**config.mk**
```make
export PLATFORM = sky130hd
export DESIGN_NAME = mdu_iterative
export DESIGN_NICKNAME = d
export VERILOG_FILES = /design/src/rtl/mdu_iterative.sv
export SDC_FILE = /design/constraint.sdc
export NUM_CORES = 1
export LEC_CHECK = 0
export BUFFER_PORTS_ARGS = -buffer_cell sky130_fd_sc_hd__buf_4
export CORE_MARGIN = 4
export CORE_UTILIZATION = 40
export CTS_BUF_LIST = sky130_fd_sc_hd__clkbuf_4 sky130_fd_sc_hd__clkbuf_8
export DETAILED_ROUTE_END_ITERATION = 6
export PLACE_DENSITY = 0.61
export SLEW_MARGIN = 0
export SYNTH_ARGS = -nofsm -noshare
export SYNTH_HDL_FRONTEND = slang
export SYNTH_SLANG_ARGS = --single-unit
```
**constraint.sdc**
```tcl
create_clock -name clk -period 4.3 [get_ports clk]
set_input_delay 0 -clock clk [delete_from_list [all_inputs] [get_ports clk]]
set_output_delay 0 -clock clk [all_outputs]
set_load 0.1 [all_outputs]
```
**src/rtl/mdu_iterative.sv**
```systemverilog
// -----------------------------------------------------------------------------
// mdu_iterative
//
// Multi-cycle multiply/divide unit for the RV32IM execute stage. It executes
// the eight M-extension operations (aluop 4'b1000..4'b1111: mul, mulh, mulhsu,
// mulhu, div, divu, rem, remu) on XLEN-bit operands. Multiplies use radix-2
// shift-add and divides use restoring division. Both work on operand
// magnitudes and retire one bit per cycle. The sign is applied in the DONE
// cycle.
//
// Timing: a start accepted in cycle 0 gives CALC in cycles 1..XLEN and a done
// pulse in cycle XLEN+1. Divide-by-zero and signed overflow are resolved at
// accept time, so they go straight from IDLE to DONE and done rises in cycle 1.
//
// Optional feature macro: MDU_FAST_MUL_EN
//   When it is defined, multiplies use a single-cycle (XLEN+1)x(XLEN+1) signed
//   '*'. CALC then lasts one cycle and done rises in cycle 2. Divide timing
//   does not change. When it is undefined, no '*' operator is inferred.
//
// Parameters:
//   XLEN    operand/result width (>= 4)
//
// Ports:
//   clk     in   1     clock, rising edge
//   rst_n   in   1     synchronous active-low reset
//   start   in   1     request, sampled only in IDLE
//   aluop   in   4     operation code, only 4'b1xxx accepted
//   a       in   XLEN  rs1 (multiplicand / dividend)
//   b       in   XLEN  rs2 (multiplier / divisor)
//   flush   in   1     abort the in-flight operation
//   busy    out  1     high from the cycle after accept through the DONE cycle
//   done    out  1     one-cycle pulse, result valid in the same cycle
//   result  out  XLEN  result word, held until the next done
// -----------------------------------------------------------------------------
module mdu_iterative #(
    parameter int XLEN = 32
) (
    input  logic            clk,
    input  logic            rst_n,
    input  logic            start,
    input  logic [3:0]      aluop,
    input  logic [XLEN-1:0] a,
    input  logic [XLEN-1:0] b,
    input  logic            flush,
    output logic            busy,
    output logic            done,
    output logic [XLEN-1:0] result
);

    localparam int              CW      = $clog2(XLEN);
    localparam logic [CW-1:0]   LAST    = CW'(XLEN - 1);
    localparam logic [XLEN-1:0] INT_MIN = {1'b1, {(XLEN-1){1'b0}}};

    typedef enum logic [1:0] {
        S_IDLE = 2'd0,
        S_CALC = 2'd1,
        S_DONE = 2'd2
    } state_t;

    state_t state_q, state_d;

    logic [CW-1:0]   counter_q, counter_d;
    logic [2:0]      op_q, op_d;
    logic            neg_a_q, neg_a_d;
    logic            neg_b_q, neg_b_d;
    logic            special_q, special_d;
    // opd holds the operand that stays fixed during the iterations: the
    // multiplicand magnitude, or the divisor magnitude.
    logic [XLEN-1:0] opd_q, opd_d;
    // hi:lo is the product while multiplying. While dividing, hi is the partial
    // remainder and lo is the dividend as it turns into the quotient.
    logic [XLEN-1:0] hi_q, hi_d;
    logic [XLEN-1:0] lo_q, lo_d;
    logic [XLEN-1:0] result_q, result_d;

    logic            accept;
    logic            calc_last;
    logic            in_a_signed, in_b_signed;
    logic            in_neg_a, in_neg_b;
    logic            in_div_zero, in_overflow, in_special;
    logic [XLEN-1:0] in_mag_a, in_mag_b, in_special_val;

    logic [XLEN:0]     div_shift, div_trial;
    logic [2*XLEN-1:0] prod, prod_fix;
    logic [XLEN-1:0]   quot_fix, rem_fix, final_val;

`ifdef MDU_FAST_MUL_EN
    logic [2*XLEN-1:0] fast_prod;

    // Zero-extended magnitudes make the signed multiplier act as an unsigned
    // one. The sign fix-up is then shared with the iterative path.
    assign fast_prod = (2*XLEN)'($signed({1'b0, opd_q}) * $signed({1'b0, lo_q}));
`else
    logic [XLEN:0] mul_sum;
`endif

    // Request decode. Signedness depends on the op. Special cases are found
    // here so that their result is known before any iteration runs.
    always_comb begin
        accept      = (state_q == S_IDLE) && start && aluop[3] && !flush;
        in_a_signed = (aluop[2:0] == 3'b001) || (aluop[2:0] == 3'b010) ||
                      (aluop[2:0] == 3'b100) || (aluop[2:0] == 3'b110);
        in_b_signed = (aluop[2:0] == 3'b001) || (aluop[2:0] == 3'b100) ||
                      (aluop[2:0] == 3'b110);
        in_neg_a    = in_a_signed && a[XLEN-1];
        in_neg_b    = in_b_signed && b[XLEN-1];
        in_mag_a    = in_neg_a ? (~a + 1'b1) : a;
        in_mag_b    = in_neg_b ? (~b + 1'b1) : b;
        in_div_zero = aluop[2] && (b == '0);
        in_overflow = aluop[2] && !aluop[0] && (a == INT_MIN) && (b == '1);
        in_special  = in_div_zero || in_overflow;
        if (in_div_zero) begin
            in_special_val = aluop[1] ? a : '1;
        end else begin
            in_special_val = aluop[1] ? '0 : a;
        end
    end

`ifdef MDU_FAST_MUL_EN
    assign calc_last = !op_q[2] || (counter_q == LAST);
`else
    assign calc_last = (counter_q == LAST);
`endif

    // State register
    always_ff @(posedge clk) begin
        if (!rst_n) begin
            state_q <= S_IDLE;
        end else begin
            state_q <= state_d;
        end
    end

    // Next-state logic. Flush wins over completion in CALC.
    always_comb begin
        state_d = state_q;
        case (state_q)
            S_IDLE: begin
                if (accept) begin
                    state_d = in_special ? S_DONE : S_CALC;
                end
            end
            S_CALC: begin
                if (flush) begin
                    state_d = S_IDLE;
                end else if (calc_last) begin
                    state_d = S_DONE;
                end
            end
            S_DONE:  state_d = S_IDLE;
            default: state_d = S_IDLE;
        endcase
    end

    // Outputs. In the DONE cycle the fixed-up value goes straight out.
    // After that the registered copy holds it.
    always_comb begin
        busy   = (state_q != S_IDLE);
        done   = (state_q == S_DONE);
        result = done ? final_val : result_q;
    end

    // Datapath registers
    always_ff @(posedge clk) begin
        if (!rst_n) begin
            counter_q <= '0;
            op_q      <= '0;
            neg_a_q   <= 1'b0;
            neg_b_q   <= 1'b0;
            special_q <= 1'b0;
            opd_q     <= '0;
            hi_q      <= '0;
            lo_q      <= '0;
            result_q  <= '0;
        end else begin
            counter_q <= counter_d;
            op_q      <= op_d;
            neg_a_q   <= neg_a_d;
            neg_b_q   <= neg_b_d;
            special_q <= special_d;
            opd_q     <= opd_d;
            hi_q      <= hi_d;
            lo_q      <= lo_d;
            result_q  <= result_d;
        end
    end

    // Operand latch on accept, then one multiply or divide step per CALC cycle
    always_comb begin
        counter_d = '0;
        op_d      = op_q;
        neg_a_d   = neg_a_q;
        neg_b_d   = neg_b_q;
        special_d = special_q;
        opd_d     = opd_q;
        hi_d      = hi_q;
        lo_d      = lo_q;
        div_shift = '0;
        div_trial = '0;
`ifndef MDU_FAST_MUL_EN
        mul_sum   = '0;
`endif
        if (accept) begin
            op_d      = aluop[2:0];
            neg_a_d   = in_neg_a;
            neg_b_d   = in_neg_b;
            special_d = in_special;
            hi_d      = '0;
            if (in_special) begin
                opd_d = '0;
                lo_d  = in_special_val;
            end else if (aluop[2]) begin
                opd_d = in_mag_b;
                lo_d  = in_mag_a;
            end else begin
                opd_d = in_mag_a;
                lo_d  = in_mag_b;
            end
        end else if (state_q == S_CALC) begin
            if (state_d == S_CALC) begin
                counter_d = counter_q + 1'b1;
            end
            if (op_q[2]) begin
                // Restoring step. The remainder stays below the divisor, so
                // XLEN+1 bits are enough to hold the shifted trial.
                div_shift = {hi_q, lo_q[XLEN-1]};
                div_trial = div_shift - {1'b0, opd_q};
                if (!div_trial[XLEN]) begin
                    hi_d = div_trial[XLEN-1:0];
                    lo_d = {lo_q[XLEN-2:0], 1'b1};
                end else begin
                    hi_d = div_shift[XLEN-1:0];
                    lo_d = {lo_q[XLEN-2:0], 1'b0};
                end
            end else begin
`ifdef MDU_FAST_MUL_EN
                {hi_d, lo_d} = fast_prod;
`else
                // Shift-add step. The multiplier bits leave lo from the
                // bottom while product bits enter it from the top.
                mul_sum = {1'b0, hi_q} + (lo_q[0] ? {1'b0, opd_q} : '0);
                hi_d    = mul_sum[XLEN:1];
                lo_d    = {mul_sum[0], lo_q[XLEN-1:1]};
`endif
            end
        end
    end

    // Sign fix-up and result selection. The quotient is negative when the
    // operand signs differ. The remainder takes the dividend's sign.
    always_comb begin
        prod     = {hi_q, lo_q};
        prod_fix = (neg_a_q ^ neg_b_q) ? (~prod + 1'b1) : prod;
        quot_fix = (neg_a_q ^ neg_b_q) ? (~lo_q + 1'b1) : lo_q;
        rem_fix  = neg_a_q ? (~hi_q + 1'b1) : hi_q;
        if (special_q) begin
            final_val = lo_q;
        end else begin
            case (op_q)
                3'b000:                 final_val = prod_fix[XLEN-1:0];
                3'b001, 3'b010, 3'b011: final_val = prod_fix[2*XLEN-1:XLEN];
                3'b100, 3'b101:         final_val = quot_fix;
                default:                final_val = rem_fix;
            endcase
        end
        result_d = (state_q == S_DONE) ? final_val : result_q;
    end

endmodule
```
==> flow_summary.rst, run 1 <==
.. list-table::
   :header-rows: 1

   * - Metric
     - Value
   * - Clk root buf
     - sky130_fd_sc_hd__clkbuf_8
   * - Total net switching power
     - 0.00165 W
   * - Number of filler instances in the final layout
     - 3637
   * - Cell type with the largest total area after synthesis
     - sky130_fd_sc_hd__dfxtp_1
   * - Mean number of vias per cell
     - 6.23
   * - Number of enable flip-flop cells after synthesis
     - 0
   * - Core box area
     - 0.0358 mm^2
   * - Slew headroom
     - 26.2%
   * - Worst Tran Pin Value
     - 1.10 ns
   * - Critical path cell sequence
     - nor3_1 -> nand4_1 -> nor2b_1 -> nand2_1 -> buf_4 -> nor3_1 -> mux2i_1 -> o221ai_1 -> o21ai_0 -> a21oi_1 -> buf_4
   * - GR Util All Layers
     - 30.5%
   * - Post-synthesis instance area
     - 0.0146 mm^2
   * - Critical Path Start Type
     - flop
   * - Crit path max-delay cell type
     - sky130_fd_sc_hd__nor3_1
   * - Mean Syn Cell Area
     - 6.92 um^2
   * - Proportion of synthesized chip area in sequential cells
     - 19.3%
   * - Fraction of post-synthesis cell area in the top cell type by area
     - 19.3%
   * - Number of ports placed on the die boundary
     - 106
   * - Final ANT Viol Nets
     - 0
   * - Number of failing hold endpoints at the final stage
     - 0
   * - Via count of the first global-routing pass
     - 15554
   * - Wire length of the first global-routing pass
     - 93.5 mm
   * - Leading post-synthesis cells by instance count
     - 216 x sky130_fd_sc_hd__nor2_1, 214 x sky130_fd_sc_hd__o21ai_0, 213 x sky130_fd_sc_hd__nand2_1
   * - Fin crit share
     - 95.4%
   * - CP peak stage delay
     - 0.65 ns
   * - Number of failing setup endpoints in the final timing report
     - 0
   * - Synthesized netlist cell count
     - 2116
   * - Setup crit end kind
     - output pin
   * - Dominant register cell in the synthesized netlist
     - sky130_fd_sc_hd__dfxtp_1
   * - Detailed-placement wirelength estimate
     - 47.4 mm
   * - Power share of the combinational group
     - 37.6%
   * - Total clock buffers created by CTS
     - 17
   * - Worst clock skew
     - 0.0208 ns
   * - Crit Path Max Fanout
     - 11
   * - Clock transition at the registers of the reported paths
     - 0.10 ns
   * - Overall die area
     - 0.0397 mm^2
   * - Leading post-synthesis cells by cell area
     - sky130_fd_sc_hd__dfxtp_1 19%, sky130_fd_sc_hd__o21ai_0 7.3%, sky130_fd_sc_hd__a21oi_1 6.2%, sky130_fd_sc_hd__ha_1 6.1%, sky130_fd_sc_hd__xnor2_1 5.6%
   * - Share of flip-flops with an asynchronous set or reset
     - 0%
   * - Iter 0 DRT Violations
     - 1733
   * - Outcome
     - finished, final reports clean
   * - Number of standard-cell rows in the floorplan
     - 69
   * - Highest ir drop seen on vdd
     - 0.000204 V
   * - Critical path class
     - reg2out
   * - Switching portion of total power
     - 40.9%
   * - DRC
     - 0
   * - Largest net degree at the start of global routing
     - 72
   * - Area added between synthesis and finish
     - 14.0%
   * - Ratio of cells with drive above 1 in the final layout
     - 11.6%
   * - Int Power
     - 0.00239 W
   * - RSZ-0062 raised after global routing
     - false
   * - Average wire per cell in the routed design
     - 23.3 um
   * - Crit path arrival time
     - 4.10 ns
   * - Pre-Repair DR Iteration Count
     - 6
   * - Die extent in y
     - 199 um
   * - Number of buffers and inverters on the critical path
     - 2
   * - Critical path's top delay family
     - simple AND/OR/NAND/NOR gates
   * - Cell with the most instances after synthesis
     - sky130_fd_sc_hd__nor2_1
   * - Final critical delay including setup and external delays
     - 4.10 ns
   * - Drt total wl
     - 62.0 mm
   * - Area of placed instances
     - 0.0159 mm^2
   * - Setup total negative slack
     - 0 ns
   * - Max Fclk
     - 244 MHz
   * - Total power after layout
     - 0.00404 W
   * - Worst min-delay path class
     - in2reg
   * - # diodes
     - 0
   * - Portion of total power attributed to the clock network
     - 27.5%
   * - Design area
     - 0.0167 mm^2
   * - DIE WIDTH
     - 199 um
   * - Critical path data required time
     - 4.30 ns
   * - Clock latency of the later-clocked register in the worst-skew pair
     - 0.49 ns
   * - Seq cells post-synth
     - 141
   * - Antenna violations before repair
     - 0
   * - TritonCTS clock tree
     - yes
   * - Postcts setup bufs
     - 0
   * - RD Place Congestion
     - 0.997
   * - Clock net sink count
     - 141
   * - NumNets Final
     - 2328
   * - Distinct cell type count after synthesis
     - 87
   * - H-tree depth
     - 4
   * - Number of max-cap violations
     - 0
   * - P_leak
     - 6.70 nW
   * - Deepest clock path buffer count
     - 2
   * - Routed vias
     - 16557
   * - Count of buffers from port buffering
     - 105
   * - Synth Net Count
     - 2261
   * - Number of max-slew violations in the final report
     - 0
   * - Total congestion overflow
     - 0
   * - Cell area power density
     - 242 mW/mm^2
   * - Yosys synthesis warning count
     - 0
   * - Sequential Power Share
     - 34.9%
   * - Initial cell density of the core
     - 40.8%
==> layout by cell type (no fill, tap or decap), types with 21 or more instances in the layout <==
cell and n:
sky130_fd_sc_hd__nor2_1 215, sky130_fd_sc_hd__nand2_1 213, sky130_fd_sc_hd__o21ai_0 207, sky130_fd_sc_hd__a21oi_1 181
sky130_fd_sc_hd__buf_4 178, sky130_fd_sc_hd__dfxtp_1 140, sky130_fd_sc_hd__xnor2_1 92, sky130_fd_sc_hd__xor2_1 87
sky130_fd_sc_hd__ha_1 71, sky130_fd_sc_hd__inv_1 65, sky130_fd_sc_hd__nor3_1 61, sky130_fd_sc_hd__nand3_1 53
sky130_fd_sc_hd__o211ai_1 47, sky130_fd_sc_hd__mux2i_1 45, sky130_fd_sc_hd__and2_1 37, sky130_fd_sc_hd__a31oi_1 37
sky130_fd_sc_hd__a211oi_1 34, sky130_fd_sc_hd__dlygate4sd3_1 33, sky130_fd_sc_hd__a21o_1 30, sky130_fd_sc_hd__and3_1 22
sky130_fd_sc_hd__o31ai_1 21
==> stage by stage <==
step / hold slack, ns / util [%] / cells / worst slack (ns)
floorplan: 0.136 / - / 2116 / 0.00764
global placement: 0.311 / 44.5 / 2592 / 0.449
detailed placement: 0.324 / 44.5 / 2592 / 0.365
CTS: 0.00160 / 46.5 / 2657 / 0.163
global route: 0.0474 / 46.5 / 2657 / 0.0170
finish: 0.0290 / 46.5 / 2657 / 0.197
==> kinds of logic after synthesis <==
kind of cell,share of synthesized area [%]
buffers and inverters,6.14
muxes,3.23
adders and majority gates,6.41
AOI/OAI and AO/OA,30.3
DFF,19.3
and+or+nand+nor,23.8
xor gates and xnor gates,10.8
==> flip-flops by register name, indices dropped and copies added (netlist names) <==
register   cells
special_q      1
counter_q      5
state_q        2
opd_q         32
neg_a_q        1
result_q      32
hi_q          32
op_q           3
neg_b_q        1
lo_q          32
==> per-layer routing <==
metal	vias to the layer above	share of wire, %	GRT usage [%]
met4	0	5.1	14.5
li1	7775	-	-
met1	7869	44	43.2
met3	128	8.1	5.09
met5	-	0	0
met2	785	42	45.2
==> path summary, 6_finish.rpt <==
kind / startpoint / to / slack (ns) / cells past startpoint
hold / removal: a[10] / opd_q[10]$_SDFFE_PN0N_ / 0.03 / 4
setup / recovery: lo_q[12]$_SDFFE_PN0P_ / result[27] / 0.20 / 11
setup reg to reg: lo_q[0]$_SDFFE_PN0P_ / hi_q[23]$_SDFFE_PP0N_ / 0.35 / 13
hold reg to reg: counter_q[0]$_SDFF_PP0_ / counter_q[0]$_SDFF_PP0_ / 0.45 / 1
==> area by class of cell <==
class,instances,area [um^2],area share (%)
Multi-Input combinational cell,1745,11000,65.9
Clock buffer,21,264,1.58
Timing Repair Buffer,211,1670,9.99
Clock inverter,11,110,0.660
Tap cell,461,577,3.46
Sequential cell,141,2820,16.9
Inverter,67,251,1.51
==> power groups by stage <==
stage	Sequential, W	Clock, W	Combinational (W)
global route	0.00141	0.00117	0.00164
detailed placement	0.00144	0	0.00145
global placement	0.00143	0	0.00145
finish	0.00141	0.00111	0.00152
CTS	0.00140	0.00113	0.00148
floorplan	0.00140	0	0.000961
==> worst min-delay path, delay by kind of cell <==
| family | cells | cell delay [ns] |
|---|---|---|
| XOR/XNOR | 1 | 0.12 |
| buffers and inverters | 1 | 0.12 |
| AO/OA/AOI/OAI | 2 | 0.23 |
==> timing repair <==
action,4_1_cts,5_1_grt
resized for setup,1,4
cloned,0,0
hold buffers,33,0
endpoints found under the hold margin,61,0
endpoints found under the setup margin,1,20
(Power assumes the default switching activity.)
==> run 2: changes to the inputs <==
--- a/config.mk
+++ b/config.mk
@@ -5,12 +5,13 @@
 export SDC_FILE = /design/constraint.sdc
 export NUM_CORES = 1
 export LEC_CHECK = 0
-export BUFFER_PORTS_ARGS = -buffer_cell sky130_fd_sc_hd__buf_4
 export CORE_MARGIN = 4
 export CORE_UTILIZATION = 40
 export CTS_BUF_LIST = sky130_fd_sc_hd__clkbuf_4 sky130_fd_sc_hd__clkbuf_8
 export DETAILED_ROUTE_END_ITERATION = 6
-export PLACE_DENSITY = 0.61
+export DONT_BUFFER_PORTS = 1
+export GPL_TIMING_DRIVEN = 1
+export PLACE_DENSITY = 0.58
 export SLEW_MARGIN = 0
 export SYNTH_ARGS = -nofsm -noshare
 export SYNTH_HDL_FRONTEND = slang
==> run 2 against run 1 <==
Against the previous run:
- via count is 0.54% lower
- highest routed layer unchanged
- flip-flop and latch count stayed put
- global-route usage is 0.25 points lower
- cell count is 0.98% lower
- non-clock buffer count is 26 lower
- worst hold slack worse by 0.010 ns
- setup slack better by 0.13 ns
- largest power group unchanged
==> flow_summary.rst, run 2 (synthesis gave the netlist of run 1 again) <==
.. list-table::
   :header-rows: 1

   * - Metric
     - Value
   * - Outcome
     - finished, final reports clean
   * - Pre-Repair DR Iteration Count
     - 5 (-1)
   * - Deepest clock path buffer count
     - 2 (unchanged)
   * - Cell area power density
     - 242 mW/mm^2 (-0.13%)
   * - Design area
     - 0.0169 mm^2 (+1.1%)
   * - Worst min-delay path class
     - in2reg
   * - Met1 wire length
     - 26.5 mm (-3.8%)
   * - Routed length on met3
     - 5.33 mm (+6.3%)
   * - Drt total wl
     - 61.1 mm (-1.4%)
   * - Setup total negative slack
     - 0 ns (unchanged)
   * - RD Place Congestion
     - 0.977 (-2.1%)
   * - Crit path arrival time
     - 3.97 ns (-0.13 ns)
   * - DIE WIDTH
     - 199 um (unchanged)
   * - Commonest cells after routing, fill and taps aside
     - 214 x sky130_fd_sc_hd__nor2_1, 213 x sky130_fd_sc_hd__nand2_1, 207 x sky130_fd_sc_hd__o21ai_0
   * - Highest ir drop seen on vdd
     - 0.000179 V (-12%)
   * - Number of filler instances in the final layout
     - 3686 (+1.3%)
   * - P_leak
     - 6.61 nW (-1.3%)
   * - Met2 Routed Length
     - 26.0 mm (-0.93%)
   * - Clock net sink count
     - 141 (unchanged)
   * - Postcts setup bufs
     - 0 (unchanged)
   * - Total power after layout
     - 0.00407 W (+0.97%)
   * - Clock latency of the later-clocked register in the worst-skew pair
     - 0.49 ns (about the same)
   * - Hold Crit Depth
     - 5 (+1)
   * - Worst Tran Pin Value
     - 1.03 ns (-0.0768 ns)
   * - TritonCTS clock tree
     - yes
   * - Average wire per cell in the routed design
     - 23.2 um (-0.43%)
   * - Number of ports placed on the die boundary
     - 106 (unchanged)
   * - Total congestion overflow
     - 0 (unchanged)
   * - Launch point of the worst hold path
     - b[9]
   * - NumNets Final
     - 2302 (-1.1%)
   * - Clock transition at the registers of the reported paths
     - 0.09 ns (about the same)
   * - Detailed-placement wirelength estimate
     - 46.2 mm (-2.4%)
   * - Number of cell instances on the worst register-to-register path
     - 13 (unchanged)
   * - Number of max-slew violations in the final report
     - 0 (unchanged)
   * - Number of max-cap violations
     - 0 (unchanged)
   * - Critical path class
     - reg2out
   * - Area of placed instances
     - 0.0156 mm^2 (-2.3%)
   * - Fin crit share
     - 92.4% (-3.1 points)
   * - Via count of the first global-routing pass
     - 15817 (+1.7%)
   * - Leading cell type in the layout, fill and taps excluded
     - sky130_fd_sc_hd__nor2_1
   * - FF-to-FF Start
     - lo_q[0]$_SDFFE_PN0P_
   * - Total clock buffers created by CTS
     - 17 (unchanged)
   * - Initial cell density of the core
     - 40.8% (unchanged)
   * - Die extent in y
     - 199 um (unchanged)
   * - Setup crit end kind
     - output pin
   * - Clk root buf
     - sky130_fd_sc_hd__clkbuf_8
   * - Max Fclk
     - 252 MHz (+3.3%)
   * - Largest net degree at the start of global routing
     - 93 (+29%)
   * - DRC
     - 0 (unchanged)
   * - Utilization of the core after routing
     - 47.1% (+0.51 points)
   * - Mean number of vias per cell
     - 6.26 (+0.44%)
   * - Final critical delay including setup and external delays
     - 3.97 ns (-0.132 ns)
   * - Iter 0 DRT Violations
     - 1712 (-1.2%)
   * - GR Util All Layers
     - 30.3% (-0.25 points)
   * - H-tree depth
     - 4 (unchanged)
   * - Critical path data required time
     - 4.30 ns (about the same)
   * - Worst min-delay path endpoint
     - lo_q[9]$_SDFFE_PN0P_
   * - Reg2Reg Setup Slack
     - 0.34 ns (about the same)
   * - Number of failing hold endpoints at the final stage
     - 0 (unchanged)
   * - Post-route worst hold slack
     - 0.0189 ns (-0.0101 ns)
   * - Area added between synthesis and finish
     - 15.2%
   * - Antenna violations before repair
     - 1 (+1)
   * - Critical Path Start Type
     - flop
   * - Crit Path Max Fanout
     - 11 (unchanged)
   * - Count of buffers from port buffering
     - 0 (-100%)
   * - Number of standard-cell rows in the floorplan
     - 69 (unchanged)
   * - Wire length of the first global-routing pass
     - 93.5 mm (about the same)
   * - Core box area
     - 0.0358 mm^2 (unchanged)
   * - RSZ-0062 raised after global routing
     - false
   * - Worst clock skew
     - 0.0211 ns (+0.000296 ns)
   * - Max Used Layer
     - met4
   * - Routed vias
     - 16467 (-0.54%)
   * - Number of failing setup endpoints in the final timing report
     - 0 (unchanged)
   * - Ratio of cells with drive above 1 in the final layout
     - 9.27% (-2.3 points)
   * - Slew headroom
     - 31.3% (+5.1 points)
   * - Final ANT Viol Nets
     - 0 (unchanged)
   * - Overall die area
     - 0.0397 mm^2 (unchanged)
   * - Endpoint of the lowest-slack register-to-register path
     - hi_q[31]$_SDFFE_PP0N_
[run 2: changes by cell type in the layout (fill, tap and decap cells not counted), sizes merged]
cell         change
dlygate4sd3     +46
clkbuf           -3
clkinvlp         +1
buf             -72
clkinv           -1
bufinv           +2
diode            +1
[run 2: worst max path at each step]
stage               depth (start not counted)  slack [ns]                     to                  start
finish                                      9        0.33             result[18]  lo_q[12]$_SDFFE_PN0P_
global route                               13       0.004  hi_q[31]$_SDFFE_PP0N_   lo_q[0]$_SDFFE_PN0P_
CTS                                         9        0.05             result[18]  lo_q[18]$_SDFFE_PN0P_
detailed placement                         12        0.26  hi_q[10]$_SDFFE_PP0N_   hi_q[1]$_SDFFE_PP0N_
global placement                           12        0.31  hi_q[12]$_SDFFE_PP0N_   hi_q[1]$_SDFFE_PP0N_
floorplan                                  10       0.008             result[17]  lo_q[20]$_SDFFE_PN0P_
[run 2: layout make-up]
class                           instances  area, um^2  share of cell area (%)
Multi-Input combinational cell       1745       11100                    65.8
Sequential cell                       141        2820                    16.7
Timing Repair Buffer                  185        1700                    10.1
Tap cell                              461         577                    3.42
Inverter                               67         255                    1.51
Clock buffer                           18         241                    1.43
Clock inverter                         13         164                   0.972
Antenna cell                            1        2.50                  0.0148
[run 2: layer usage]
metal  track usage (%)  vias to the layer above
met5                 0                        -
met4              15.4                        0
met3              6.69                      148
met2              45.3                      787
met1              41.0                     7797
li1                  -                     7735
[run 2: repair_timing]
action / CTS / global route
hold buffers: 81 / 0
hold endpoints to repair: 103 / 0
resized for setup: 0 / 5
endpoints found under the setup margin: 0 / 17
[run 2: stage by stage]
step,cells,setup WS [ns]
after floorplan,2116,0.00764
after global placement,2518,0.313
after detailed placement,2518,0.258
after CTS,2630,0.0493
after global routing,2630,0.00417
final,2631,0.329
[run 2: report_power, final]
group,switching (W),total (W),internal [W]
sequential,0.0000608,0.00140,0.00134
clock,0.000606,0.00119,0.000581
combinational,0.000943,0.00148,0.000540
total,0.00161,0.00407,0.00246
[run 2: worst max-delay path, cell delays in order (launching register included)]
cell and delay (ns):
sky130_fd_sc_hd__dfxtp_1 0.45, sky130_fd_sc_hd__nor3_1 0.59, sky130_fd_sc_hd__nand4_1 0.34, sky130_fd_sc_hd__nor2_2 0.38, sky130_fd_sc_hd__nand2_2 0.25, sky130_fd_sc_hd__or3_1 0.48
sky130_fd_sc_hd__o211ai_1 0.20, sky130_fd_sc_hd__o211ai_1 0.18, sky130_fd_sc_hd__o31ai_4 0.28, sky130_fd_sc_hd__buf_4 0.34
==> run 3: changes to the inputs <==
--- a/config.mk
+++ b/config.mk
@@ -5,14 +5,16 @@
 export SDC_FILE = /design/constraint.sdc
 export NUM_CORES = 1
 export LEC_CHECK = 0
+export ABC_CLOCK_PERIOD_IN_PS = 4300
 export CORE_MARGIN = 4
 export CORE_UTILIZATION = 40
 export CTS_BUF_LIST = sky130_fd_sc_hd__clkbuf_4 sky130_fd_sc_hd__clkbuf_8
 export DETAILED_ROUTE_END_ITERATION = 6
 export DONT_BUFFER_PORTS = 1
 export GPL_TIMING_DRIVEN = 1
+export MAX_ROUTING_LAYER = met4
 export PLACE_DENSITY = 0.58
-export SLEW_MARGIN = 0
+export SLEW_MARGIN = 30
 export SYNTH_ARGS = -nofsm -noshare
 export SYNTH_HDL_FRONTEND = slang
 export SYNTH_SLANG_ARGS = --single-unit
==> run 3 against run 2 <==
Against the previous run:
- routed wire length grew 1.2%
- clock power fell by 6%
- critical endpoint is now result_q[29]$_SDFF_PN0_
- flip-flop and latch count stayed put
- die area did not move
- non-clock buffer count is 12 higher
- largest cell class unchanged
- setup slack lost 0.080 ns
==> flow_summary.rst, run 3 (synthesis gave the netlist of run 1 again) <==
.. list-table::
   :header-rows: 1

   * - Metric
     - Value
   * - Portion of total power attributed to the clock network
     - 27.9% (-1.2 points)
   * - P_leak
     - 6.63 nW (+0.31%)
   * - Launching element of the worst setup path
     - lo_q[7]$_SDFFE_PN0P_
   * - Number of failing hold endpoints at the final stage
     - 0 (unchanged)
   * - Critical path class
     - reg2reg
   * - Pre-Repair DR Iteration Count
     - 6 (+1)
   * - Final critical delay including setup and external delays
     - 4.05 ns (+0.0802 ns)
   * - Total net switching power
     - 0.00163 W (+1.4%)
   * - Average wire per cell in the routed design
     - 23.4 um (+0.78%)
   * - Clock transition at the registers of the reported paths
     - 0.09 ns (about the same)
   * - Cell area power density
     - 236 mW/mm^2 (-2.3%)
   * - H-tree depth
     - 4 (unchanged)
   * - Crit Path Max Fanout
     - 14 (+3)
   * - Largest net degree at the start of global routing
     - 89 (-4.3%)
   * - Number of failing setup endpoints in the final timing report
     - 0 (unchanged)
   * - Drt total wl
     - 61.9 mm (+1.2%)
   * - TritonCTS clock tree
     - yes
   * - Clk root buf
     - sky130_fd_sc_hd__clkbuf_8
   * - DRC
     - 0 (unchanged)
   * - Initial cell density of the core
     - 40.8% (unchanged)
   * - Overall die area
     - 0.0397 mm^2 (unchanged)
   * - Number of ports placed on the die boundary
     - 106 (unchanged)
   * - Number of cell instances on the worst register-to-register path
     - 11 (-2)
   * - Endpoint of the lowest-slack register-to-register path
     - result_q[29]$_SDFF_PN0_
   * - FF-to-FF Start
     - lo_q[7]$_SDFFE_PN0P_
   * - Setup crit end kind
     - flop
   * - Ratio of cells with drive above 1 in the final layout
     - 9.30% (+0.036 points)
   * - Antenna violations before repair
     - 0 (-1)
   * - Worst setup path endpoint
     - result_q[29]$_SDFF_PN0_
   * - Highest ir drop seen on vdd
     - 0.000195 V (+8.6%)
   * - Number of filler instances in the final layout
     - 3672 (-0.38%)
   * - GR Util All Layers
     - 31.5% (+1.2 points)
   * - Core box area
     - 0.0358 mm^2 (unchanged)
   * - # diodes
     - 0 (-1)
   * - Sequential Power Share
     - 35.1% (+0.6 points)
   * - Deepest clock path buffer count
     - 2 (unchanged)
   * - Max Fclk
     - 247 MHz (-2.0%)
   * - RD Place Congestion
     - 0.996 (+2.0%)
   * - Worst min-delay path class
     - in2reg
   * - NumNets Final
     - 2314 (+0.52%)
   * - Utilization of the core after routing
     - 47.3% (+0.28 points)
   * - Leading cell type in the layout, fill and taps excluded
     - sky130_fd_sc_hd__nor2_1
   * - Number of max-cap violations
     - 0 (unchanged)
   * - Clock latency of the later-clocked register in the worst-skew pair
     - 0.50 ns (about the same)
   * - Outcome
     - finished, final reports clean
   * - Crit path arrival time
     - 4.44 ns (+0.47 ns)
   * - Clock net sink count
     - 141 (unchanged)
   * - Slew headroom
     - 38.0% (+6.7 points)
   * - Commonest cells after routing, fill and taps aside
     - 213 x sky130_fd_sc_hd__nor2_1, 212 x sky130_fd_sc_hd__nand2_1, 207 x sky130_fd_sc_hd__o21ai_0
   * - Number of max-slew violations in the final report
     - 0 (unchanged)
   * - Via count of the first global-routing pass
     - 15759 (-0.37%)
   * - Reg2Reg Setup Slack
     - 0.25 ns (-0.09 ns)
   * - Mean number of vias per cell
     - 6.30 (+0.72%)
   * - Critical path data required time
     - 4.68 ns (+0.38 ns)
   * - Worst clock skew
     - 0.0185 ns (-0.00256 ns)
   * - Switching portion of total power
     - 40.8% (+1.3 points)
   * - Count of buffers from port buffering
     - 0 (unchanged)
   * - Final ANT Viol Nets
     - 0 (unchanged)
   * - Power share of the combinational group
     - 37.0% (+0.6 points)
   * - Wire length of the first global-routing pass
     - 94.3 mm (+0.92%)
   * - Critical Path Start Type
     - flop
   * - Int Power
     - 0.00237 W (-3.8%)
   * - Die extent in y
     - 199 um (unchanged)
   * - Routed vias
     - 16661 (+1.2%)
   * - Total congestion overflow
     - 0 (unchanged)
   * - Iter 0 DRT Violations
     - 1859 (+8.6%)
   * - DIE WIDTH
     - 199 um (unchanged)
   * - Fin crit share
     - 94.2% (+1.9 points)
   * - Total clock buffers created by CTS
     - 17 (unchanged)
   * - RSZ-0062 raised after global routing
     - false
   * - Worst Tran Pin Value
     - 0.929 ns (-0.0972 ns)
   * - Area added between synthesis and finish
     - 15.9%
   * - Number of standard-cell rows in the floorplan
     - 69 (unchanged)
   * - Detailed-placement wirelength estimate
     - 46.0 mm (-0.45%)
   * - Setup total negative slack
     - 0 ns (unchanged)
## run 3: what timing repair did
item	in CTS	in global routing
hold buffers	93	0
resized for setup	0	4
hold endpoints to repair	103	0
setup buffers	0	0
endpoints found under the setup margin	0	12
## run 3: metrics by stage
step	worst slack, ns	total power (W)	cell area, um^2	instances	hold slack [ns]
2_1_floorplan	0.00764	0.00236	14700	2116	0.136
3_3_place_gp	0.398	0.00275	15600	2518	0.128
3_5_place_dp	0.292	0.00276	15600	2518	0.130
4_1_cts	0.0794	0.00397	16900	2643	0.00409
5_1_grt	0.0252	0.00419	17000	2643	0.0187
6_report	0.249	0.00400	17000	2643	0.0225
## run 3: power by group through the flow
stage / clock network (W) / registers (W) / logic [W]
5_1_grt: 0.00119 / 0.00141 / 0.00160
3_3_place_gp: 0 / 0.00143 / 0.00132
3_5_place_dp: 0 / 0.00143 / 0.00132
6_report: 0.00112 / 0.00140 / 0.00148
2_1_floorplan: 0 / 0.00140 / 0.000961
4_1_cts: 0.00114 / 0.00140 / 0.00143
## run 3: layout make-up
cell class              instances  area [um^2]  share of cell area (%)
clock buffers                  18          248                    1.46
clock inverters                14          134                   0.789
inverters                      67          251                    1.48
multi-input cells            1745        11100                    65.5
flip-flops and latches        141         2820                    16.7
well taps                     461          577                    3.40
repair buffers                197         1820                    10.8
## run 3: how the worst min path moves through the flow
| stage | from | endpoint | slack, ns | cells after the start |
|---|---|---|---|---|
| 6_report | b[25] | opd_q[25]$_SDFFE_PN0N_ | 0.02 | 3 |
| 5_1_grt | b[17] | opd_q[17]$_SDFFE_PN0N_ | 0.02 | 5 |
| 4_1_cts | b[25] | opd_q[25]$_SDFFE_PN0N_ | 0.004 | 3 |
| 3_5_place_dp | rst_n | result_q[29]$_SDFF_PN0_ | 0.13 | 1 |
| 3_3_place_gp | rst_n | result_q[20]$_SDFF_PN0_ | 0.13 | 1 |
| 2_1_floorplan | aluop[0] | op_q[0]$_SDFFE_PN0N_ | 0.14 | 2 |
## run 3: worst max-delay path, cell delays in order, from the launching register on
cell and delay [ns]:
sky130_fd_sc_hd__dfxtp_1 0.47, sky130_fd_sc_hd__nor3_1 0.64, sky130_fd_sc_hd__nand4_1 0.38, sky130_fd_sc_hd__nor2b_1 0.40, sky130_fd_sc_hd__nand2_1 0.17, sky130_fd_sc_hd__buf_4 0.23
sky130_fd_sc_hd__nor3_1 0.22, sky130_fd_sc_hd__o22ai_1 0.12, sky130_fd_sc_hd__o21ai_0 0.45, sky130_fd_sc_hd__a21oi_2 0.13, sky130_fd_sc_hd__and2_1 0.18, sky130_fd_sc_hd__dlygate4sd3_1 0.56
## run 3: metal layers
layer  up-vias  routed length, um  share of wire, %  GRT usage (%)
met2       889              26000                42           45.2
li1       7773                  -                 -              -
met3       130               6150               9.9           7.37
met1      7869              26600                43           42.1
met4         0               3130               5.0           14.1
met5         -                  0                 0              -
